[src/rtl/apb3_bridge_ctrl.sv]
// ---------------------------------------------------------------------------
// apb3_bridge_ctrl
//
// Purpose:
//   APB3 master controller for the AHB-to-APB bridge. It takes one AHB-side
//   transfer at a time, runs a SETUP/ACCESS cycle on one of NSLV APB slaves,
//   inserts wait states while the selected slave holds pready low, aborts the
//   access after TIMEOUT wait cycles (TIMEOUT = 0 disables the timeout), and
//   reports slave errors, timeouts and bad slave selects as the two-cycle AHB
//   ERROR response. Every output is driven from a register.
//
// Parameters:
//   AW       address width
//   DW       data width
//   NSLV     number of APB slaves
//   TIMEOUT  max ACCESS cycles waiting for pready, 0 = wait forever
//
// Ports:
//   i_hclk        bridge clock
//   i_hresetn     synchronous reset, active low
//   i_valid       decoded valid AHB transfer (address phase)
//   i_hwrite      1 = write, 0 = read (address phase)
//   i_haddr       transfer address (address phase)
//   i_hwdata      write data (AHB data phase)
//   i_slv_sel     one-hot slave select decoded from haddr
//   o_hready_out  transfer accept / complete to AHB
//   o_hresp       1 = ERROR response
//   o_hrdata      read data, valid in the completion cycle
//   o_psel        APB select, one-hot
//   o_penable     APB enable
//   o_pwrite      APB direction
//   o_paddr       APB address
//   o_pwdata      APB write data
//   i_prdata      slave read data, slave i at [i*DW +: DW]
//   i_pready      slave ready
//   i_pslverr     slave error
// ---------------------------------------------------------------------------
module apb3_bridge_ctrl #(
    parameter int AW      = 32,
    parameter int DW      = 32,
    parameter int NSLV    = 3,
    parameter int TIMEOUT = 16
) (
    input  logic              i_hclk,
    input  logic              i_hresetn,
    input  logic              i_valid,
    input  logic              i_hwrite,
    input  logic [AW-1:0]     i_haddr,
    input  logic [DW-1:0]     i_hwdata,
    input  logic [NSLV-1:0]   i_slv_sel,
    output logic              o_hready_out,
    output logic              o_hresp,
    output logic [DW-1:0]     o_hrdata,
    output logic [NSLV-1:0]   o_psel,
    output logic              o_penable,
    output logic              o_pwrite,
    output logic [AW-1:0]     o_paddr,
    output logic [DW-1:0]     o_pwdata,
    input  logic [NSLV*DW-1:0] i_prdata,
    input  logic [NSLV-1:0]   i_pready,
    input  logic [NSLV-1:0]   i_pslverr
);

    // A zero TIMEOUT would give a zero-width counter; keep one bit so the
    // declaration stays legal even though the counter is then never used.
    localparam int CW = (TIMEOUT > 0) ? $clog2(TIMEOUT + 1) : 1;

    typedef enum logic [2:0] {
        S_IDLE,
        S_WWAIT,
        S_SETUP,
        S_ACCESS,
        S_ERR1,
        S_ERR2
    } state_t;

    state_t            r_state;
    state_t            w_next_state;
    logic [NSLV-1:0]   r_sel;
    logic [CW-1:0]     r_count;

    logic              w_accept;
    logic              w_sel_ok;
    logic              w_pready;
    logic              w_pslverr;
    logic [DW-1:0]     w_prdata;
    logic              w_timeout;

    logic              w_hready_next;
    logic              w_hresp_next;
    logic              w_penable_next;
    logic [NSLV-1:0]   w_psel_next;

    assign w_accept = (r_state == S_IDLE) && i_valid && o_hready_out;

    // A select of zero, or with more than one bit set, never reaches the APB.
    assign w_sel_ok = (i_slv_sel != '0) &&
                      ((i_slv_sel & (i_slv_sel - NSLV'(1))) == '0);

    // Only the latched slave's handshake and data are looked at, so an
    // unselected slave driving pready/pslverr has no effect.
    always_comb begin
        w_prdata = '0;
        for (int i = 0; i < NSLV; i++) begin
            if (r_sel[i]) begin
                w_prdata = w_prdata | i_prdata[i*DW +: DW];
            end
        end
    end

    assign w_pready  = |(i_pready  & r_sel);
    assign w_pslverr = |(i_pslverr & r_sel);

    // r_count holds the number of pready-low ACCESS cycles already seen, so
    // the current low cycle is the TIMEOUT-th one when r_count + 1 == TIMEOUT.
    assign w_timeout = (TIMEOUT != 0) && ((r_count + CW'(1)) == CW'(TIMEOUT));

    always_ff @(posedge i_hclk) begin
        if (!i_hresetn) begin
            r_state <= S_IDLE;
        end else begin
            r_state <= w_next_state;
        end
    end

    // Next state, plus the next value of each registered control output.
    // Outputs are decoded from the next state so that they are valid in the
    // same cycle the state register enters that state.
    always_comb begin
        w_next_state = r_state;
        case (r_state)
            S_IDLE: begin
                if (w_accept) begin
                    if (!w_sel_ok) begin
                        w_next_state = S_ERR1;
                    end else if (i_hwrite) begin
                        w_next_state = S_WWAIT;
                    end else begin
                        w_next_state = S_SETUP;
                    end
                end
            end
            S_WWAIT:  w_next_state = S_SETUP;
            S_SETUP:  w_next_state = S_ACCESS;
            S_ACCESS: begin
                if (w_pready) begin
                    w_next_state = w_pslverr ? S_ERR1 : S_IDLE;
                end else if (w_timeout) begin
                    w_next_state = S_ERR1;
                end
            end
            S_ERR1:   w_next_state = S_ERR2;
            S_ERR2:   w_next_state = S_IDLE;
            default:  w_next_state = S_IDLE;
        endcase

        w_hready_next  = (w_next_state == S_IDLE) || (w_next_state == S_ERR2);
        w_hresp_next   = (w_next_state == S_ERR1) || (w_next_state == S_ERR2);
        w_penable_next = (w_next_state == S_ACCESS);
        w_psel_next    = '0;
        if ((w_next_state == S_SETUP) || (w_next_state == S_ACCESS)) begin
            // A read goes straight from IDLE to SETUP before r_sel is loaded.
            w_psel_next = w_accept ? i_slv_sel : r_sel;
        end
    end

    always_ff @(posedge i_hclk) begin
        if (!i_hresetn) begin
            o_hready_out <= 1'b1;
            o_hresp      <= 1'b0;
            o_hrdata     <= '0;
            o_psel       <= '0;
            o_penable    <= 1'b0;
            o_pwrite     <= 1'b0;
            o_paddr      <= '0;
            o_pwdata     <= '0;
            r_sel        <= '0;
            r_count      <= '0;
        end else begin
            o_hready_out <= w_hready_next;
            o_hresp      <= w_hresp_next;
            o_psel       <= w_psel_next;
            o_penable    <= w_penable_next;

            if (w_accept) begin
                r_sel    <= i_slv_sel;
                o_paddr  <= i_haddr;
                o_pwrite <= i_hwrite;
            end

            // hwdata arrives in the AHB data phase, one cycle after accept.
            if (r_state == S_WWAIT) begin
                o_pwdata <= i_hwdata;
            end

            if ((r_state == S_ACCESS) && w_pready && !w_pslverr && !o_pwrite) begin
                o_hrdata <= w_prdata;
            end

            if (w_next_state == S_SETUP) begin
                r_count <= '0;
            end else if ((r_state == S_ACCESS) && !w_pready && (TIMEOUT != 0)) begin
                r_count <= r_count + CW'(1);
            end
        end
    end

endmodule
[config.mk]
export PLATFORM = sky130hd
export DESIGN_NAME = apb3_bridge_ctrl
export DESIGN_NICKNAME = d
export VERILOG_FILES = /design/src/rtl/apb3_bridge_ctrl.sv
export SDC_FILE = /design/constraint.sdc
export NUM_CORES = 1
export LEC_CHECK = 0
export CORE_MARGIN = 5
export CORE_UTILIZATION = 40
export CTS_BUF_LIST = sky130_fd_sc_hd__clkbuf_16
export DETAILED_ROUTE_END_ITERATION = 10
export GPL_TIMING_DRIVEN = 0
export PLACE_DENSITY = 0.95
export SKIP_LAST_GASP = 1
export SLEW_MARGIN = 20
export SYNTH_ARGS = -nofsm -noshare
export SYNTH_HDL_FRONTEND = slang
export SYNTH_SLANG_ARGS = --single-unit
[constraint.sdc]
create_clock -name i_hclk -period 3.4 [get_ports i_hclk]
set_input_delay 0.68 -clock i_hclk [delete_from_list [all_inputs] [get_ports i_hclk]]
set_output_delay 0.68 -clock i_hclk [all_outputs]
set_load 0.005 [all_outputs]
==> flow_summary_export.csv <==
group,metric,value,unit
status,status,"complete, no violations",
synthesis,ys_seq_area_frac,0.4874,
setup_path,crit_path_end_kind,"flop",
setup_path,start_kind,"input port",
cts,cts.sinks,114,
synthesis,synth-xor-area-share,0.009353,
die,core,11470,µm²
timing,final.min_clock_period,2277,ps
setup_path,r2r_end,"o_hrdata[3]",
placed_design,placedCellCount,933,
cts,path_clk_slew,50,ps
placed_design,port_buffers,275,
synthesis,synth_common_cells,"nand2_1, dfxtp_1, a21boi_0",
worst_hold_path,hold_path_end,"o_pwdata[19]",
synthesis,synth_top_family_by_area,"compound AO/OA/AOI/OAI gates",
pwr,p_comb_frac,0.270,
die,rows,39,
drt,remaining_drc_errors,0,
final_layout,syn_to_final_growth,74.77,%
global_route,grt.busiest_layer,"met2",
setup_path,cp.arrival,2560,ps
setup_path,cp.required,3680,ps
timing,rsz0062_at_grt,"no",
setup_path,cp_top_family,"compound AO/OA/AOI/OAI gates",
final_layout,final_util,0.7136,
placed_design,hpwlAfterDp,12630,µm
synthesis,synth_largest_area_cell,"dfxtp_1",
global_route,grt_usage,0.2210,
synthesis,ys_types,34,
timing,fin_crit_sh,0.6697,
setup_path,cp.buffers_inverters,3,
synthesis,async_reset_ff_frac,0,
timing,drv_slew,0,
cts,cts_tree,"yes",
pwr,switching_share,0.2738,
global_route,grt_pass1_wl,24900,µm
timing,tns,0,ps
setup_path,crit_path_top_delay_cell,"a222oi_1",
global_route,grt_overflow_total,0,
final_layout,drive_gt1_frac,0.05617,
synthesis,synth_mux_area_frac,0.002138,
drt,postRouteAntennaNets,0,
cts,clock_latency,400,ps
final_layout,instances_no_fill,962,
timing,maxSlewHeadroom,0.4913,
synthesis,synth_top_area_frac,0.4874,
worst_hold_path,worstHoldStart,"o_pwdata[19]",
pwr,pwr_density_cell,550.2,nW/µm²
timing,setup_violations,0,
setup_path,critPathMaxFanout,10,
pwr,ir_drop,0.0003578,V
die,start_util,0.4083,
synthesis,synth_ff_type,"dfxtp_1",
drt,wl,16220,µm
pwr,p_leak,3.307,nW
synthesis,synth_edf_count,0,
synthesis,synthCells,515,
final_layout,antenna_cells,0,
cts,clockBufferDepth,2,
cts,cts_buffers,17,
drt,drt_first_pass_iters,7,
synthesis,syn_nets,689,
global_route,met3_usage,0.08405,
global_route,met2_usage,0.4030,
drt,wl_per_cell,16.86,µm
drt,num_vias,4965,
setup_path,critical_path_class,"in2reg",
synthesis,ys_seq_elements,114,
timing,max_freq,439.2,MHz
run,drv_cap,0,
pwr,finalPower,4.502,mW
pwr,netSwitchingPower,1.233,mW
worst_hold_path,min_path_cells,2,
cts,cts-root-buf,"clkbuf_16",
die,io_pins,276,
synthesis,synth_compound_area_frac,0.2648,
final_layout,finish.instance_area,8183,µm²
setup_path,ff2ff_setup_slack,1220,ps
pwr,intPower,3.269,mW
global_route,grt_pass1_vias,4919,
timing,finalHoldViolCount,0,
die,dieArea,13970,µm²
final_layout,fin_nets,983,
setup_path,cp_slowest_stage_delay,570,ps
cts,ctsHtreeMaxLevel,4,
drt,drtIter0Drc,398,
die,dieWidth,118.2,µm
synthesis,syn_area_per_cell,9.091,µm²
pwr,sequentialPowerShare,0.350,
global_route,grt_antenna_before_repair,0,
synthesis,yosysWarnings,0,
drt,vias_per_cell,5.161,
timing,clock_skew,9.508,ps
setup_path,worstReg2RegStart,"r_sel[2]",
setup_path,path_common_cell,"buf_6",
cts,ctsHoldBuffers,0,
global_route,grt_max_degree,17,
synthesis,yosys.area_share.simple,0.1807,
placed_design,placed_cell_area,7614,µm²
setup_path,worstRegToRegCells,8,
synthesis,yosysMostFrequentCell,"nand2_1",
worst_hold_path,min_path_type,"reg2reg",
pwr,clockPowerShare,0.380,
synthesis,netlist_area,4682,µm²
cts,postCtsSetupBuffers,0,
global_route,met1_usage,0.2349,
cts,cts.repair.resized,0,
setup_path,crit_chain,"clkdlybuf4s50_1 > a222oi_1 > nor2b_1 > nor3b_2 > buf_6 > buf_6 > o211a_1",
die,die_y,118.2,µm
synthesis,synth_fa_ha_area_frac,0.002672,
synthesis,synth_area_leaders,"dfxtp_1, nand2_1, a21boi_0",
timing,tightest_slew,761.4,ps
placed_design,place.gp.congestion,0.8245,
## cell families (layout without fill, tap and decap cells)
logic type | after synthesis | after routing
AO/OA/AOI/OAI | 144 | 144
multiplexers | 1 | 1
AND/OR/NAND/NOR | 203 | 203
XOR/XNOR | 5 | 5
adder cells (fa/ha/maj) | 1 | 1
buffers and inverters | 47 | 351
flip-flops | 114 | 114
## sequential cells by signal (all words and copies together) (netlist names)
name	cells
o_hrdata	32
o_paddr	32
o_pwdata	32
r_count	5
o_psel	3
r_sel	3
r_state	3
o_hready_out	1
o_hresp	1
o_penable	1
o_pwrite	1
## cell type report
| type | instances | area [µm²] |
|---|---|---|
| clock buffer | 17 | 425.4 |
| sequential | 114 | 2282 |
| fill | 835 | 3284 |
| tap | 143 | 178.9 |
| clock inverter | 12 | 143.9 |
| timing repair buffer | 275 | 2753 |
| multi-input combinational | 354 | 2152 |
| buffer | 47 | 247.7 |
## stage by stage
step                hold WS, ps  setup WS, ps
floorplan                 451.4          1466
global placement          439.9         741.7
detailed placement        444.4         714.7
CTS                       451.7          1132
global route              484.6         940.9
finish                    451.4          1123
## worst min-delay path: cells and delay by family, from the launching register on
kind / cells / cell delay [ps]
flip-flops: 1 / 300
AO/OA/AOI/OAI: 1 / 50
AND/OR/NAND/NOR: 1 / 50
## worst max path at each step
stage | from | to | slack [ps] | cells after the start
final | i_pready[0] | o_hrdata[14] | 1120 | 7
after global routing | i_pready[0] | o_hrdata[3] | 940 | 7
after CTS | i_pready[0] | o_hrdata[3] | 1130 | 7
after detailed placement | i_pready[0] | o_hrdata[14] | 710 | 7
after global placement | i_pready[0] | o_hrdata[19] | 740 | 7
after floorplan | i_pready[0] | o_hrdata[0] | 1470 | 6
## cell usage in the layout, fill, tap and decap left out, types with 2 or more instances in the layout
master | synthesis | final
xor2_1 | 4 | 4
clkdlybuf4s50_1 | 0 | 275
and4b_1 | 2 | 2
clkinv_1 | 0 | 2
and2_1 | 3 | 3
a222oi_1 | 34 | 34
buf_6 | 8 | 8
o211a_1 | 32 | 32
clkinv_2 | 0 | 3
clkbuf_16 | 0 | 17
dfxtp_1 | 114 | 114
nor3_1 | 3 | 3
nand2_1 | 171 | 171
nor2b_1 | 7 | 7
a21boi_1 | 17 | 17
o21ai_0 | 3 | 3
clkinvlp_4 | 0 | 3
nand3b_1 | 3 | 3
bufinv_16 | 0 | 3
nor2_1 | 6 | 6
a21boi_0 | 52 | 52
clkbuf_1 | 30 | 30
buf_2 | 9 | 9
## per-layer routing
layer | vias to the layer above | share of wire | wire, µm
met5 | - | 0 | 0
met4 | 0 | 0.018 | 293
met3 | 20 | 0.090 | 1461
met2 | 223 | 0.51 | 8290
met1 | 2310 | 0.38 | 6175
li1 | 2412 | - | -
## power by group through the flow
stage	combinational, mW	sequential (mW)	clock [mW]
final	1.22	1.58	1.71
after global routing	1.32	1.59	1.82
after CTS	1.22	1.58	1.75
after detailed placement	1.21	1.60	0
after global placement	1.19	1.59	0
after floorplan	0.537	1.61	0
Power figures use the tool's default switching activity.
